`src/rtl/id_stage_hazard.sv`:
```
// id_stage_hazard: decode stage of the 5-stage MIPS pipeline.
// Holds the register bank, the load-use / branch-operand hazard detector,
// early branch and jump resolution with IF flush, and the ID/EX register.
//
// Flow semantics: i_ID_valid marks a real instruction in IF/ID. The
// instruction is consumed at the clock edge when i_ID_enable=1 and
// o_ID_stall=0. While o_ID_stall=1 the upstream stages must hold PC and
// IF/ID, and a bubble (valid=0) is inserted into ID/EX instead.
module id_stage_hazard #(
    parameter int NB_INST = 32,
    parameter int NB_PC   = 32,
    parameter int NB_DATA = 32,
    parameter int NB_REG  = 5,
    parameter int NB_CTRL = 16
) (
    input  logic               i_clock,
    input  logic               i_ID_reset,
    input  logic               i_ID_enable,
    input  logic               i_ID_valid,
    input  logic [NB_INST-1:0] i_ID_inst,
    input  logic [NB_PC-1:0]   i_ID_pc,
    input  logic [NB_CTRL-1:0] i_ID_ctrl,
    input  logic               i_ID_uses_rs,
    input  logic               i_ID_uses_rt,
    input  logic               i_ID_reg_write,
    input  logic               i_ID_reg_dest,
    input  logic               i_ID_mem_read,
    input  logic               i_ID_link,
    input  logic               i_ID_beq,
    input  logic               i_ID_bne,
    input  logic               i_ID_jump,
    input  logic               i_ID_jr,
    input  logic               i_MEM_reg_write,
    input  logic               i_MEM_mem_read,
    input  logic [NB_REG-1:0]  i_MEM_write_reg,
    input  logic [NB_DATA-1:0] i_MEM_alu_result,
    input  logic               i_WB_reg_write,
    input  logic [NB_REG-1:0]  i_WB_write_reg,
    input  logic [NB_DATA-1:0] i_WB_write_data,
    output logic               o_ID_stall,
    output logic               o_ID_pc_src,
    output logic               o_ID_flush_if,
    output logic [NB_PC-1:0]   o_ID_target,
    output logic               o_EX_valid,
    output logic               o_EX_reg_write,
    output logic               o_EX_mem_read,
    output logic               o_EX_link,
    output logic [NB_CTRL-1:0] o_EX_ctrl,
    output logic [NB_DATA-1:0] o_EX_data_a,
    output logic [NB_DATA-1:0] o_EX_data_b,
    output logic [NB_DATA-1:0] o_EX_immediate,
    output logic [NB_REG-1:0]  o_EX_rs,
    output logic [NB_REG-1:0]  o_EX_rt,
    output logic [NB_REG-1:0]  o_EX_dest,
    output logic [NB_PC-1:0]   o_EX_pc
);

    localparam int NREGS = 2 ** NB_REG;

    typedef struct packed {
        logic               valid;
        logic               reg_write;
        logic               mem_read;
        logic               link;
        logic [NB_CTRL-1:0] ctrl;
        logic [NB_DATA-1:0] data_a;
        logic [NB_DATA-1:0] data_b;
        logic [NB_DATA-1:0] imm;
        logic [NB_REG-1:0]  rs;
        logic [NB_REG-1:0]  rt;
        logic [NB_REG-1:0]  dest;
        logic [NB_PC-1:0]   pc;
    } id_ex_t;

    logic [NB_DATA-1:0] bank_q [NREGS];
    logic [NB_DATA-1:0] bank_d [NREGS];
    id_ex_t             ex_q;
    id_ex_t             ex_d;

    logic [NB_REG-1:0]  rs_addr, rt_addr, rd_addr, dest_addr;
    logic [15:0]        imm16;
    logic [NB_DATA-1:0] rs_val, rt_val, rs_br, rt_br;
    logic               ex_hit, mem_hit, is_branch, hazard, go, taken;
    logic [NB_PC-1:0]   br_target, j_target, target;
    logic               unused_bits;

    // Opcode/funct bits above the jump field are decoded in control_unit.
    assign unused_bits = ^i_ID_inst[NB_INST-1:26];

    assign rs_addr = i_ID_inst[21 +: NB_REG];
    assign rt_addr = i_ID_inst[16 +: NB_REG];
    assign rd_addr = i_ID_inst[11 +: NB_REG];
    assign imm16   = i_ID_inst[15:0];

    // Destination select: link forces the top register (r31).
    always_comb begin
        dest_addr = rt_addr;
        if (i_ID_link) begin
            dest_addr = '1;
        end else if (i_ID_reg_dest) begin
            dest_addr = rd_addr;
        end
    end

    // Bank next state: WB write, gated by the global enable, never to r0.
    always_comb begin
        bank_d = bank_q;
        if (i_ID_enable && i_WB_reg_write && (i_WB_write_reg != '0)) begin
            bank_d[i_WB_write_reg] = i_WB_write_data;
        end
    end

    // Bank storage.
    always_ff @(posedge i_clock) begin
        if (!i_ID_reset) begin
            for (int i = 0; i < NREGS; i++) begin
                bank_q[i] <= '0;
            end
        end else begin
            bank_q <= bank_d;
        end
    end

    // Write-first reads, then MEM bypass for the values the branch unit sees.
    // A load in MEM is not bypassed here; its result is not ready yet.
    always_comb begin
        rs_val = '0;
        rt_val = '0;
        if (rs_addr != '0) begin
            rs_val = (i_WB_reg_write && (i_WB_write_reg == rs_addr)) ? i_WB_write_data
                                                                     : bank_q[rs_addr];
        end
        if (rt_addr != '0) begin
            rt_val = (i_WB_reg_write && (i_WB_write_reg == rt_addr)) ? i_WB_write_data
                                                                     : bank_q[rt_addr];
        end
        rs_br = rs_val;
        rt_br = rt_val;
        if (i_MEM_reg_write && !i_MEM_mem_read && (i_MEM_write_reg != '0)) begin
            if (i_MEM_write_reg == rs_addr) rs_br = i_MEM_alu_result;
            if (i_MEM_write_reg == rt_addr) rt_br = i_MEM_alu_result;
        end
    end

    // Hazard detection: match of a used, non-zero source against EX / MEM dest.
    always_comb begin
        ex_hit    = (i_ID_uses_rs && (rs_addr != '0) && (rs_addr == ex_q.dest)) ||
                    (i_ID_uses_rt && (rt_addr != '0) && (rt_addr == ex_q.dest));
        mem_hit   = (i_ID_uses_rs && (rs_addr != '0) && (rs_addr == i_MEM_write_reg)) ||
                    (i_ID_uses_rt && (rt_addr != '0) && (rt_addr == i_MEM_write_reg));
        is_branch = i_ID_beq || i_ID_bne || i_ID_jr;
        hazard    = i_ID_valid &&
                    ((ex_q.valid && ex_q.mem_read && ex_hit) ||
                     (is_branch && ex_q.reg_write && ex_hit) ||
                     (is_branch && i_MEM_mem_read && mem_hit));
    end

    // Early branch / jump resolution; a stall always wins over a redirect.
    always_comb begin
        go        = i_ID_reset && i_ID_enable && i_ID_valid && !hazard;
        br_target = i_ID_pc + {{(NB_PC-16){imm16[15]}}, imm16};
        j_target  = {i_ID_pc[NB_PC-1:26], i_ID_inst[25:0]};
        target    = br_target;
        if (i_ID_jr) begin
            target = rs_br[NB_PC-1:0];
        end else if (i_ID_jump) begin
            target = j_target;
        end
        taken = go && ((i_ID_beq && (rs_br == rt_br)) ||
                       (i_ID_bne && (rs_br != rt_br)) ||
                       i_ID_jump || i_ID_jr);
        o_ID_stall    = i_ID_reset && i_ID_enable && hazard;
        o_ID_pc_src   = taken;
        o_ID_flush_if = taken;
        o_ID_target   = taken ? target : '0;
    end

    // ID/EX next state: a fully zeroed bubble unless a real instruction issues.
    always_comb begin
        ex_d = '0;
        if (i_ID_valid && !hazard) begin
            ex_d.valid     = 1'b1;
            ex_d.reg_write = i_ID_reg_write;
            ex_d.mem_read  = i_ID_mem_read;
            ex_d.link      = i_ID_link;
            ex_d.ctrl      = i_ID_ctrl;
            ex_d.data_a    = rs_val;
            ex_d.data_b    = rt_val;
            ex_d.imm       = {{(NB_DATA-16){imm16[15]}}, imm16};
            ex_d.rs        = rs_addr;
            ex_d.rt        = rt_addr;
            ex_d.dest      = dest_addr;
            ex_d.pc        = i_ID_pc;
        end
    end

    // ID/EX register: advances only with the global enable.
    always_ff @(posedge i_clock) begin
        if (!i_ID_reset) begin
            ex_q <= '0;
        end else if (i_ID_enable) begin
            ex_q <= ex_d;
        end
    end

    assign o_EX_valid     = ex_q.valid;
    assign o_EX_reg_write = ex_q.reg_write;
    assign o_EX_mem_read  = ex_q.mem_read;
    assign o_EX_link      = ex_q.link;
    assign o_EX_ctrl      = ex_q.ctrl;
    assign o_EX_data_a    = ex_q.data_a;
    assign o_EX_data_b    = ex_q.data_b;
    assign o_EX_immediate = ex_q.imm;
    assign o_EX_rs        = ex_q.rs;
    assign o_EX_rt        = ex_q.rt;
    assign o_EX_dest      = ex_q.dest;
    assign o_EX_pc        = ex_q.pc;

endmodule

```
`config.mk`:
```
export PLATFORM = sky130hd
export DESIGN_NAME = id_stage_hazard
export DESIGN_NICKNAME = d
export VERILOG_FILES = /design/src/rtl/id_stage_hazard.sv
export SDC_FILE = /design/constraint.sdc
export NUM_CORES = 2
export LEC_CHECK = 0
export BUFFER_PORTS_ARGS = -buffer_cell sky130_fd_sc_hd__clkbuf_2
export CORE_UTILIZATION = 35
export DETAILED_ROUTE_END_ITERATION = 8
export PLACE_DENSITY_LB_ADDON = 0.08
export SLEW_MARGIN = 10
export SYNTH_ARGS = -nofsm -noshare
export SYNTH_HDL_FRONTEND = slang
export SYNTH_SLANG_ARGS = --single-unit
```
`constraint.sdc`:
```
create_clock -name i_clock -period 4.56 [get_ports i_clock]
set_input_delay 0.456 -clock i_clock [delete_from_list [all_inputs] [get_ports i_clock]]
set_output_delay 0.456 -clock i_clock [all_outputs]
set_load 0.03 [all_outputs]
```
==> flow_summary.toml <==
[status]
status = "finished with violations"
violations = "negative setup slack"

[logic_synthesis]
synth.cell_area_sq_um = 64200
synthArstFlopShare_pct = 0
yosysUniqueCellTypes = 86
netlist_instances = 7106
synth_ff_type = "dfxtp_1"
yosys_warnings = 0
synth_area_per_cell_sq_um = 9.03
ys_ff_latch = 1171
ys_seq_area_share_pct = 36.5
synth_edf_count = 0
syn_nets = 7309

[place]
gp_congestion = 0.959
dpl.hpwl_um = 243000
dp_slack_ps = -1050
placed_area_sq_um = 74200
port_buffers = 362

[global_routing]
grt_overflow = 0
grt_pass1_vias = 59160
grt_max_degree = 206
grt_use_total_pct = 37.7
antenna_found_initial = 20
grt_pass1_wl_um = 491000

[pwr]
swShare_pct = 28.3
power_frac_clock_pct = 45.9
p_per_area_nw_per_um2 = 322
finalPower_uw = 25800
switchingPower_uw = 7310
sequentialPowerShare_pct = 40.2
vdd_drop_max_mv = 0.351
combPwrFrac_pct = 14.0
p_leak_uw = 0.0291
internal-power_uw = 18500

[detailed_routing]
wl_met3_um = 31900
wl_per_cell_um = 34.7
num_vias = 62682
drt-pass1-iter-count = 6
dr_wl_met2_um = 158000
vias_per_cell = 6.07
post-route-drc-count = 0
wl_um = 358000
drt_first_iter_violations = 7573
met1_length_um = 145000
highest_layer = "met5"
detail-route-antenna-nets = 0

[sta]
clock.fmax_mhz = 187
skew_ps = 32.0
hold_violations = 0
rsz0062_at_grt = "true"
min_period_ps = 5350
final.period_utilization_pct = 117
worstMarginPinSlew_ps = 1220
slew_violations = 0
tns_ps = -24140
worst_slack_ps = -789
finalSetupViolCount = 34
slew_headroom_pct = 17.9
whs_ps = 42.8

[cts]
clock_latency_ps = 840
clockRootBuffer = "clkbuf_16"
clk_pin_slew_ps = 50
cts_sinks = 1171
cts_buffers = 147
cts_buffer_depth = 3
cts_max_level = 4
cts_tree = "yes"

[die]
die_w_um = 430
core_sq_um = 181000
rows = 156
start_util_pct = 35.4
ios = 369
die_height_um = 430
dieArea_sq_um = 185000

[setup_path]
required_ps = 4100
r2r_setup_slack_ps = 1380
worst_ep_arrival_time_ps = 4890
end_kind = "output port"
cp_slowest_cell = "a21oi_2"
cp_max_fo = 9
path_class = "in -> out"
cpPeakStageDelay_ps = 620
path_cells = "clkbuf_4, buf_4, inv_1, buf_4, nand3_1, buf_4, o21ai_0, a21oi_2, xor2_1, o22ai_1, a2bb2oi_1, a31oi_1, a21oi_2, o211ai_4, buf_12, buf_12, a221oi_4, clkbuf_8"
crit_top_cell = "buf_4"
cp-start-kind = "input port"

[hold_path]
hp-class = "in -> reg"

[layout]
synthToLayoutAreaGrowth_pct = 25.2
layout-drive-gt1-share_pct = 26.4
stdcell_area_sq_um = 80300
final_common_cell = "nand2_1"
final_nets = 8045
layout_common_cells = "2,184 x nand2_1, 1,167 x dfxtp_1, 995 x a21boi_0"

[flow_run]
maxCapViolations = 0
[worst max-delay path, delay by kind of cell]
family	cells	cell delay [ps]
AO/OA/AOI/OAI	8	1960
buffers and inverters	8	1930
AND/OR/NAND/NOR	1	330
XOR/XNOR	1	150
[registers in the layout, indices dropped and copies added, names as in the netlist, 5 cells and up]
name and cells:
o_EX_pc 32, o_EX_rt 5, o_EX_rs 5, o_EX_data_b 32, o_EX_ctrl 16, o_EX_data_a 32
o_EX_immediate 16, bank_q 1024, o_EX_dest 5
[cells by family (layout without fill, tap and decap cells)]
group	Yosys count	in the layout	share of synthesized area [%]
compound gates	1721	1721	20.0
xor+xnor	86	86	1.17
fa+ha+maj	32	32	0.636
buf+inv	746	1594	5.26
flops	1171	1171	36.5
mux	690	690	19.6
other cells	0	6	0
simple gates	2660	2660	16.8
[cells in the mapped netlist, drive strengths merged, types with 26 or more instances]
cell	instances	area, sq um
xor2	41	359
a21oi	85	437
nor2	146	548
nand2	2215	8310
clkbuf	518	1960
nor2b	32	200
o22ai	38	238
a31oi	35	219
a211oi	50	430
mux4	452	10200
a221oi	39	367
a22o	121	1060
a21boi	995	7470
o211ai	26	209
a22oi	78	591
and2	45	282
mux2i	214	2140
dfxtp	1171	23400
nor3	53	290
nand3	43	215
a21o	26	195
o21ai	109	546
ha	31	388
buf	203	1320
xnor2	45	394
[metal layers]
| layer | vias to the layer above | track usage (%) |
|---|---|---|
| met3 | 848 | 6.85 |
| met2 | 3597 | 58.1 |
| met4 | 10 | 22.0 |
| met1 | 31647 | 49.3 |
| li1 | 26580 | - |
| met5 | - | 0 |
[per-stage QoR]
stage / util (%) / instances
finish: 44.3 / 10330
floorplan: - / 7106
detailed placement: 40.9 / 9991
global route: 44.3 / 10328
global placement: 40.9 / 9991
CTS: 44.2 / 10319
[final timing paths]
kind | startpoint | endpoint | cells past startpoint
max reg2reg | o_EX_dest[3] | o_EX_data_b[21] | 12
min | i_ID_inst[13] | o_EX_immediate[13] | 3
min reg2reg | o_EX_data_a[28] | o_EX_data_a[28] | 2
max | i_ID_inst[24] | o_ID_target[23] | 18
[power groups by stage]
| stage | Clock [uW] | Sequential [uW] | Combinational [uW] |
|---|---|---|---|
| finish | 11800 | 10400 | 3610 |
| global route | 12300 | 10400 | 3680 |
| CTS | 11900 | 10400 | 3490 |
| detailed placement | 0 | 10600 | 3410 |
| global placement | 0 | 10600 | 3410 |
| floorplan | 0 | 10700 | 1650 |
[what timing repair did]
item / CTS / global route
pin swaps: 23 / 11
gates resized for setup: 96 / 40
buffers inserted: 1 / 2
gates cloned: 1 / 3
setup endpoints to repair: 34 / 34
hold buffers: 65 / 0
endpoints found under the hold margin: 67 / 0
[final cells by class]
class	count	area (sq um)
clock buffer	226	4420
tap	2370	2970
multi-input combinational	5189	38100
antenna	6	15.0
timing repair buffer	1308	10900
clock inverter	35	337
inverter	25	103
fill	17676	101000
sequential	1171	23400
Note: power is estimated with default switching activity, not from simulation.
